[config.mk]
export PLATFORM = sky130hd
export DESIGN_NAME = shift_add_mul
export DESIGN_NICKNAME = d
export VERILOG_FILES = /design/src/rtl/shift_add_mul.sv
export SDC_FILE = /design/constraint.sdc
export NUM_CORES = 1
export LEC_CHECK = 0
export CORE_MARGIN = 3
export CORE_UTILIZATION = 40
export CTS_CLUSTER_SIZE = 24
export DETAILED_ROUTE_END_ITERATION = 16
export GPL_TIMING_DRIVEN = 0
export HOLD_SLACK_MARGIN = 0.15
export PLACE_DENSITY = 0.62
export RECOVER_POWER = 100
export SKIP_LAST_GASP = 1
export SLEW_MARGIN = 25
export SYNTH_ARGS = -nofsm -noshare
export SYNTH_HDL_FRONTEND = slang
export SYNTH_SLANG_ARGS = --single-unit
[constraint.sdc]
create_clock -name clk -period 2.7 [get_ports clk]
set_clock_uncertainty 0.2 [all_clocks]
set_input_delay 0.54 -clock clk [delete_from_list [all_inputs] [get_ports clk]]
set_output_delay 0.54 -clock clk [all_outputs]
set_load 0.005 [all_outputs]
[src/rtl/shift_add_mul.sv]
`default_nettype none
// +----------------------------------------------------------------------------+
// | shift_add_mul                                                              |
// | Sequential unsigned shift-and-add multiplier, 2N-bit product, valid/ready. |
// | Optional: SHIFT_ADD_MUL_EARLY_EXIT_EN stops once the multiplier is used up.|
// | Revision: 1.0                                                              |
// +----------------------------------------------------------------------------+
module shift_add_mul #(
  parameter int N = 8
) (
  input  logic           clk,
  input  logic           rst,
  input  logic           in_valid,
  output logic           in_ready,
  input  logic [N-1:0]   a,
  input  logic [N-1:0]   b,
  output logic           out_valid,
  input  logic           out_ready,
  output logic [2*N-1:0] product,
  output logic           busy
);

  localparam int CW = $clog2(N);
  localparam logic [CW-1:0] C_LAST = CW'(N - 1);

  typedef enum logic [1:0] {
    S_IDLE = 2'd0,
    S_RUN  = 2'd1,
    S_DONE = 2'd2
  } state_t;

  state_t         r_state;
  logic [2*N-1:0] r_mcand;
  logic [N-1:0]   r_mplier;
  logic [2*N-1:0] r_acc;
  logic [CW-1:0]  r_cnt;
  logic           r_idle;
  logic           r_busy;
  logic           r_out_valid;

  logic [N-1:0]   w_mplier_next;
  logic           w_last;

  assign w_mplier_next = r_mplier >> 1;

`ifdef SHIFT_ADD_MUL_EARLY_EXIT_EN
  // Finish as soon as no set multiplier bits remain after this step.
  assign w_last = (r_cnt == C_LAST) || (w_mplier_next == '0);
`else
  assign w_last = (r_cnt == C_LAST);
`endif

  always_ff @(posedge clk or negedge rst) begin
    if (!rst) begin
      r_state     <= S_IDLE;
      r_mcand     <= '0;
      r_mplier    <= '0;
      r_acc       <= '0;
      r_cnt       <= '0;
      r_idle      <= 1'b1;
      r_busy      <= 1'b0;
      r_out_valid <= 1'b0;
    end else begin
      case (r_state)
        S_IDLE: begin
          if (in_valid) begin
            r_mcand  <= {{N{1'b0}}, a};
            r_mplier <= b;
            r_acc    <= '0;
            r_cnt    <= '0;
            r_state  <= S_RUN;
            r_idle   <= 1'b0;
            r_busy   <= 1'b1;
          end
        end
        S_RUN: begin
          if (r_mplier[0]) begin
            r_acc <= r_acc + r_mcand;
          end
          r_mcand  <= r_mcand << 1;
          r_mplier <= w_mplier_next;
          r_cnt    <= r_cnt + 1'b1;
          if (w_last) begin
            r_state     <= S_DONE;
            r_busy      <= 1'b0;
            r_out_valid <= 1'b1;
          end
        end
        S_DONE: begin
          if (out_ready) begin
            r_state     <= S_IDLE;
            r_out_valid <= 1'b0;
            r_idle      <= 1'b1;
          end
        end
        default: begin
          r_state     <= S_IDLE;
          r_idle      <= 1'b1;
          r_busy      <= 1'b0;
          r_out_valid <= 1'b0;
        end
      endcase
    end
  end

  // Gating with rst keeps in_ready low for the whole reset pulse.
  assign in_ready  = r_idle && rst;
  assign busy      = r_busy;
  assign out_valid = r_out_valid;
  assign product   = r_acc;

endmodule
`default_nettype wire

Yosys cells after proc, flatten, opt, wreduce, memory -nomap -nowiden

Cells that the tools add are included.

Flip-flop bits (word level): 48
Bits of input ports: 20
Output and inout bits: 19
Word-level logic and storage cells: 51

Add/subtract/negate cells: 2
Eq/ne operators: 7
Multiplexer cells: 22
Bitwise operators: 3
Reductions and logical operators: 9

Operators with widths:

| cell                                                                   | number |
|---|---|
| 16-bit case mux with 2 select lines                                    | 2 |
| 16-bit 2-to-1 mux                                                      | 3 |
| 16-bit adder                                                           | 1 |
| 8-bit case mux with 2 select lines                                     | 1 |
| 3-bit AND reduction                                                    | 5 |
| 1-bit case mux with 3 select lines                                     | 3 |
| 8-bit 2-to-1 mux                                                       | 1 |
| 2-bit inequality test (second input constant)                          | 4 |
| 1-bit 2-to-1 mux                                                       | 6 |
| 2-bit 2-to-1 mux                                                       | 3 |
| 2-bit case mux with 3 select lines                                     | 1 |
| 3-bit case mux with 2 select lines                                     | 1 |
| 3-bit by 1-bit adder with 3-bit output (second input constant)         | 1 |
| 3-bit equality test (second input constant)                            | 1 |
| 3-bit 2-to-1 mux                                                       | 1 |
| 1-bit inverter                                                         | 3 |
| 2-bit by 1-bit equality test with 1-bit output (second input constant) | 1 |
| 2-bit equality test (second input constant)                            | 1 |
| 2-bit zero test                                                        | 1 |
| 2-bit AND reduction                                                    | 1 |
| 2-bit nonzero test                                                     | 1 |
| 1-bit logical AND                                                      | 1 |

Logic depth before layout (Yosys ltp)

Gate-level depths: netlist (run 1).

Word-level depth: 3
Depth in mapped cells: 9
Gate-level depth less buffers: 9

Worst setup path before layout (run 1)

Ideal clock, no wire load.

Kind: register -> register
From: register r_acc[0], in the netlist product[0]
To: register r_acc[14], in the netlist product[14]
Setup time: 0.122 ns
Data arrival time: 2.012 ns
Required time: 2.378 ns
Slack: 0.367 ns
Stages on the path, launching flop included: 10
Buffers on the path: 0
Period minus slack after synthesis: 2.333 ns
Cell sequence: dfrtp_1 > ha_1 > inv_1 > fa_1 > nor2b_4 > o31ai_2 > a211oi_2 > o21bai_1 > a21o_1 > a32o_1

Cells in the longest elaborated chain, start to end: 3

Ends and longest elaborated chain:

| item                                | RTL line | source |
|---|---|---|
| from (decl)                         | 35       | `logic [2*N-1:0] r_acc;` |
| from (signal assigned)              | 78       | `r_acc <= r_acc + r_mcand;` |
| 16-bit adder                        | 78       |  |
| 16-bit 2-to-1 mux                   | 77       | `if (r_mplier[0]) begin` |
| 16-bit case mux with 2 select lines | 64       | `case (r_state)` |

Every way passes these cells. The select of a mux whose other input is x is not followed.
A chain may end at the register's enable or synchronous reset.

Worst setup path after layout (run 1)

Ends and elaborated chain as after synthesis.

==> impl_metrics.json, run 1 <==
{
  "io_pins": 39,
  "cts_max_level": 2,
  "path_delay_family": "compound AO/OA/AOI/OAI gates",
  "yosysWarnings": 0,
  "fin_area_um2": 3402,
  "wl_per_cell_um": 15.51,
  "max_stage_delay_ns": 0.42,
  "finalMaxSlewViolations": 0,
  "crit_fanout": 4,
  "synth_edf_count": 0,
  "p_leak_uw": 0.001520,
  "first_global_vias": 2172,
  "r2r_cells": 9,
  "ctsRootBufferMaster": "clkbuf_8",
  "peakVddDrop_uv": 448.8,
  "cts_buffer_depth": 2,
  "via_count": 2233,
  "clock_latency_ns": 0.30,
  "r2r_end": "product[14]",
  "finalHoldViolCount": 0,
  "layout_commonest_cell": "dfrtp_1",
  "setup_viol": 0,
  "io_buffers": 38,
  "min-delay-start": "r_mplier[2]",
  "fp.dieW_um": 89.33,
  "drv_cap": 0,
  "rsz0062_at_grt": "no",
  "powerDensity_nw_per_um2": 1114,
  "syn_nets": 322,
  "synth-async-reset-ratio": 1.000,
  "hold_depth": 2,
  "min_period_over_period": 0.9437,
  "fin_nets": 371,
  "routed_via_density": 5.433,
  "min_to": "r_mplier[2]",
  "cts_sinks": 48,
  "dieArea_um2": 7980,
  "drt_iter0_drc": 88,
  "arrival_ns": 2.54,
  "yosysSeqAreaShare": 0.4329,
  "finalPower_uw": 3789,
  "outcome": "finished, final reports clean",
  "crit_chain": "ha_2, inv_1, fa_1, nor2b_4, o31ai_2, a211oi_2, o21bai_1, a21o_1, a32o_1",
  "crit_path_end_kind": "flip-flop",
  "diodes": 0,
  "core_um2": 6531,
  "route.detailed.drc": 0,
  "place_area_um2": 3252,
  "gr-usage-all-layers": 0.1775,
  "slew_headroom": 0.1980,
  "ys_ff_latch": 48,
  "synth.avg_cell_area_um2": 9.781,
  "gp_congestion": 0.8284,
  "rows": 29,
  "antenna_found_initial": 0,
  "ys.flop_type": "dfrtp_1",
  "numCtsBuffers": 5,
  "reg2reg_slack_ns": 0.15,
  "synth_area_um2": 2778,
  "cts.clk_slew.worst_paths_ns": 0.09,
  "dpl.hpwl_um": 4553,
  "crit_buf_inv": 1,
  "grt_overflow": 0,
  "grt_max_degree": 48,
  "start_util": 0.4253,
  "start_kind": "flip-flop",
  "synth_cell_types": 53,
  "hold_class": "reg2reg",
  "fmax_ghz": 0.3925,
  "wl_um": 6373,
  "slowest_stage": "fa_1",
  "area_growth_pct": 22.48,
  "netlist_instances": 284,
  "die_h_um": 89.33,
  "drt-pass1-iter-count": 4,
  "ant_nets": 0,
  "worst_slew_pin_slew_ns": 1.203,
  "grt_pass1_wl_um": 10930,
  "cts_tree": "yes",
  "required_ns": 2.69,
  "nFillCells": 611,
  "mostFrequentLayoutCells": "dfrtp_1 (47), nand2_1 (35), o21ai_0 (33)",
  "worstSetupPathType": "reg2reg",
  "period_needed_ns": 2.548,
  "r2r-start": "product[0]",
  "final_layout_size_suffix_gt1_frac": 0.08084
}
how the worst max path moves through the flow:
| stage | start | to | slack [ns] | depth (start not counted) |
|---|---|---|---|---|
| floorplan | product[0] | product[14] | 0.37 | 9 |
| global placement | rst | in_ready | -1.53 | 3 |
| detailed placement | r_mcand[0] | product[14] | 0.07 | 9 |
| CTS | r_mcand[0] | product[14] | 0.05 | 9 |
| global route | product[0] | product[14] | 0.01 | 9 |
| finish | product[0] | product[14] | 0.15 | 9 |
cell families (layout without fill, tap and decap cells):
| group | count (synthesis) | in the layout | share of synthesized area |
|---|---|---|---|
| multiplexers | 9 | 9 | 0.03243 |
| buffers and inverters | 19 | 69 | 0.02973 |
| AO/OA/AOI/OAI | 100 | 100 | 0.2482 |
| adder cells (fa/ha/maj) | 18 | 18 | 0.08378 |
| XOR/XNOR | 8 | 8 | 0.02523 |
| flip-flops | 48 | 48 | 0.4329 |
| AND/OR/NAND/NOR | 82 | 82 | 0.1478 |
routing by layer:
layer / GRT usage / wire length, um / part of all wire / vias up
li1: - / - / - / 1135
met1: 0.2603 / 3318 / 0.52 / 1060
met2: 0.2612 / 2827 / 0.44 / 34
met3: 0.03963 / 171 / 0.027 / 4
met4: 0.05277 / 56 / 0.0088 / 0
met5: 0 / 0 / 0 / -
where the power goes:
part | total, uW | switching, uW | leakage (uW) | internal (uW)
sequential | 1250 | 232 | 0.000611 | 1020
clock | 573 | 245 | 0.0000645 | 327
combinational | 1970 | 1080 | 0.000845 | 890
total | 3790 | 1550 | 0.00152 | 2240
worst register-to-register path: cells and delay by family, from the launching register on:
kind / cells / cell delay (ns)
compound gates: 5 / 1.02
fa+ha+maj: 2 / 0.64
buf+inv: 1 / 0.06
flops: 1 / 0.38
simple gates: 1 / 0.16
registers in the layout, indices dropped and copies added, names as in the netlist:
name       cells
out_valid      1
r_state        2
r_mplier       8
product       16
r_idle         1
busy           1
r_cnt          3
r_mcand       16
cell usage after synthesis, types with 2 or more instances:
cell type / n / area share
nor4_1: 2 / 0.0045
inv_1: 6 / 0.0081
o21ai_0: 33 / 0.059
buf_4: 2 / 0.0054
o211ai_1: 2 / 0.0054
nand3_1: 4 / 0.0072
nand2b_1: 6 / 0.014
dfrtp_1: 47 / 0.42
nand2_1: 35 / 0.047
a211oi_2: 2 / 0.0090
ha_1: 17 / 0.077
o21ai_2: 2 / 0.0063
a21oi_1: 17 / 0.031
or2_2: 2 / 0.0045
xnor2_1: 2 / 0.0063
a21o_1: 5 / 0.014
nor3_1: 3 / 0.0054
o31ai_2: 2 / 0.0090
a211oi_1: 3 / 0.0081
clkbuf_1: 7 / 0.0095
nor2b_1: 8 / 0.018
xor2_1: 6 / 0.019
a22o_1: 11 / 0.035
and2_1: 2 / 0.0045
o21a_1: 3 / 0.0081
mux2i_1: 9 / 0.032
nor2_1: 10 / 0.014
nor3b_1: 2 / 0.0054
o21ai_1: 2 / 0.0036
o21bai_1: 4 / 0.011
a22oi_1: 4 / 0.011
buf_2: 3 / 0.0054
stage by stage:
stage               hold WS, ns    util  instances  setup TNS, ns  setup WS [ns]
floorplan               0.04441       -        284              0         0.3667
global placement         0.2609  0.4983        399         -29.98         -1.528
detailed placement       0.2749  0.4979        399              0        0.07119
CTS                      0.2969  0.5230        409              0        0.04829
global route             0.3246  0.5209        411              0        0.01229
finish                   0.2926  0.5209        411              0         0.1519
final cells by class:
cell class	count	area, um2	share of cell area
Buffer	13	51.30	0.01508
Clock buffer	7	96.34	0.02832
Clock inverter	1	30.03	0.008827
Inverter	6	22.52	0.006620
Multi-Input combinational cell	217	1495	0.4395
Sequential cell	48	1202	0.3534
Tap cell	77	96.34	0.02832
Timing Repair Buffer	42	407.9	0.1199
repair_timing:
| action | CTS | global route |
|---|---|---|
| buffers inserted | 0 | 2 |
| gates resized for setup | 0 | 1 |
| endpoints found under the setup margin | 0 | 2 |
| hold buffers | 2 | 0 |
| hold endpoints to repair | 47 | 0 |
Power figures use the tool's default switching activity.
==> run 2, diff against run 1 <==
--- a/config.mk
+++ b/config.mk
@@ -18,3 +18,4 @@
 export SYNTH_ARGS = -nofsm -noshare
 export SYNTH_HDL_FRONTEND = slang
 export SYNTH_SLANG_ARGS = --single-unit
+export TNS_END_PERCENT = 30
==> results of run 2 <==
Final layout, timing and power as in run 1 (identical DEF).
==> run 3, diff against run 2 <==
--- a/config.mk
+++ b/config.mk
@@ -7,6 +7,7 @@
 export LEC_CHECK = 0
 export CORE_MARGIN = 3
 export CORE_UTILIZATION = 40
+export CTS_CLUSTER_DIAMETER = 80
 export CTS_CLUSTER_SIZE = 24
 export DETAILED_ROUTE_END_ITERATION = 16
 export GPL_TIMING_DRIVEN = 0
==> results of run 3 <==
Final layout, timing and power as in run 1 (identical DEF).
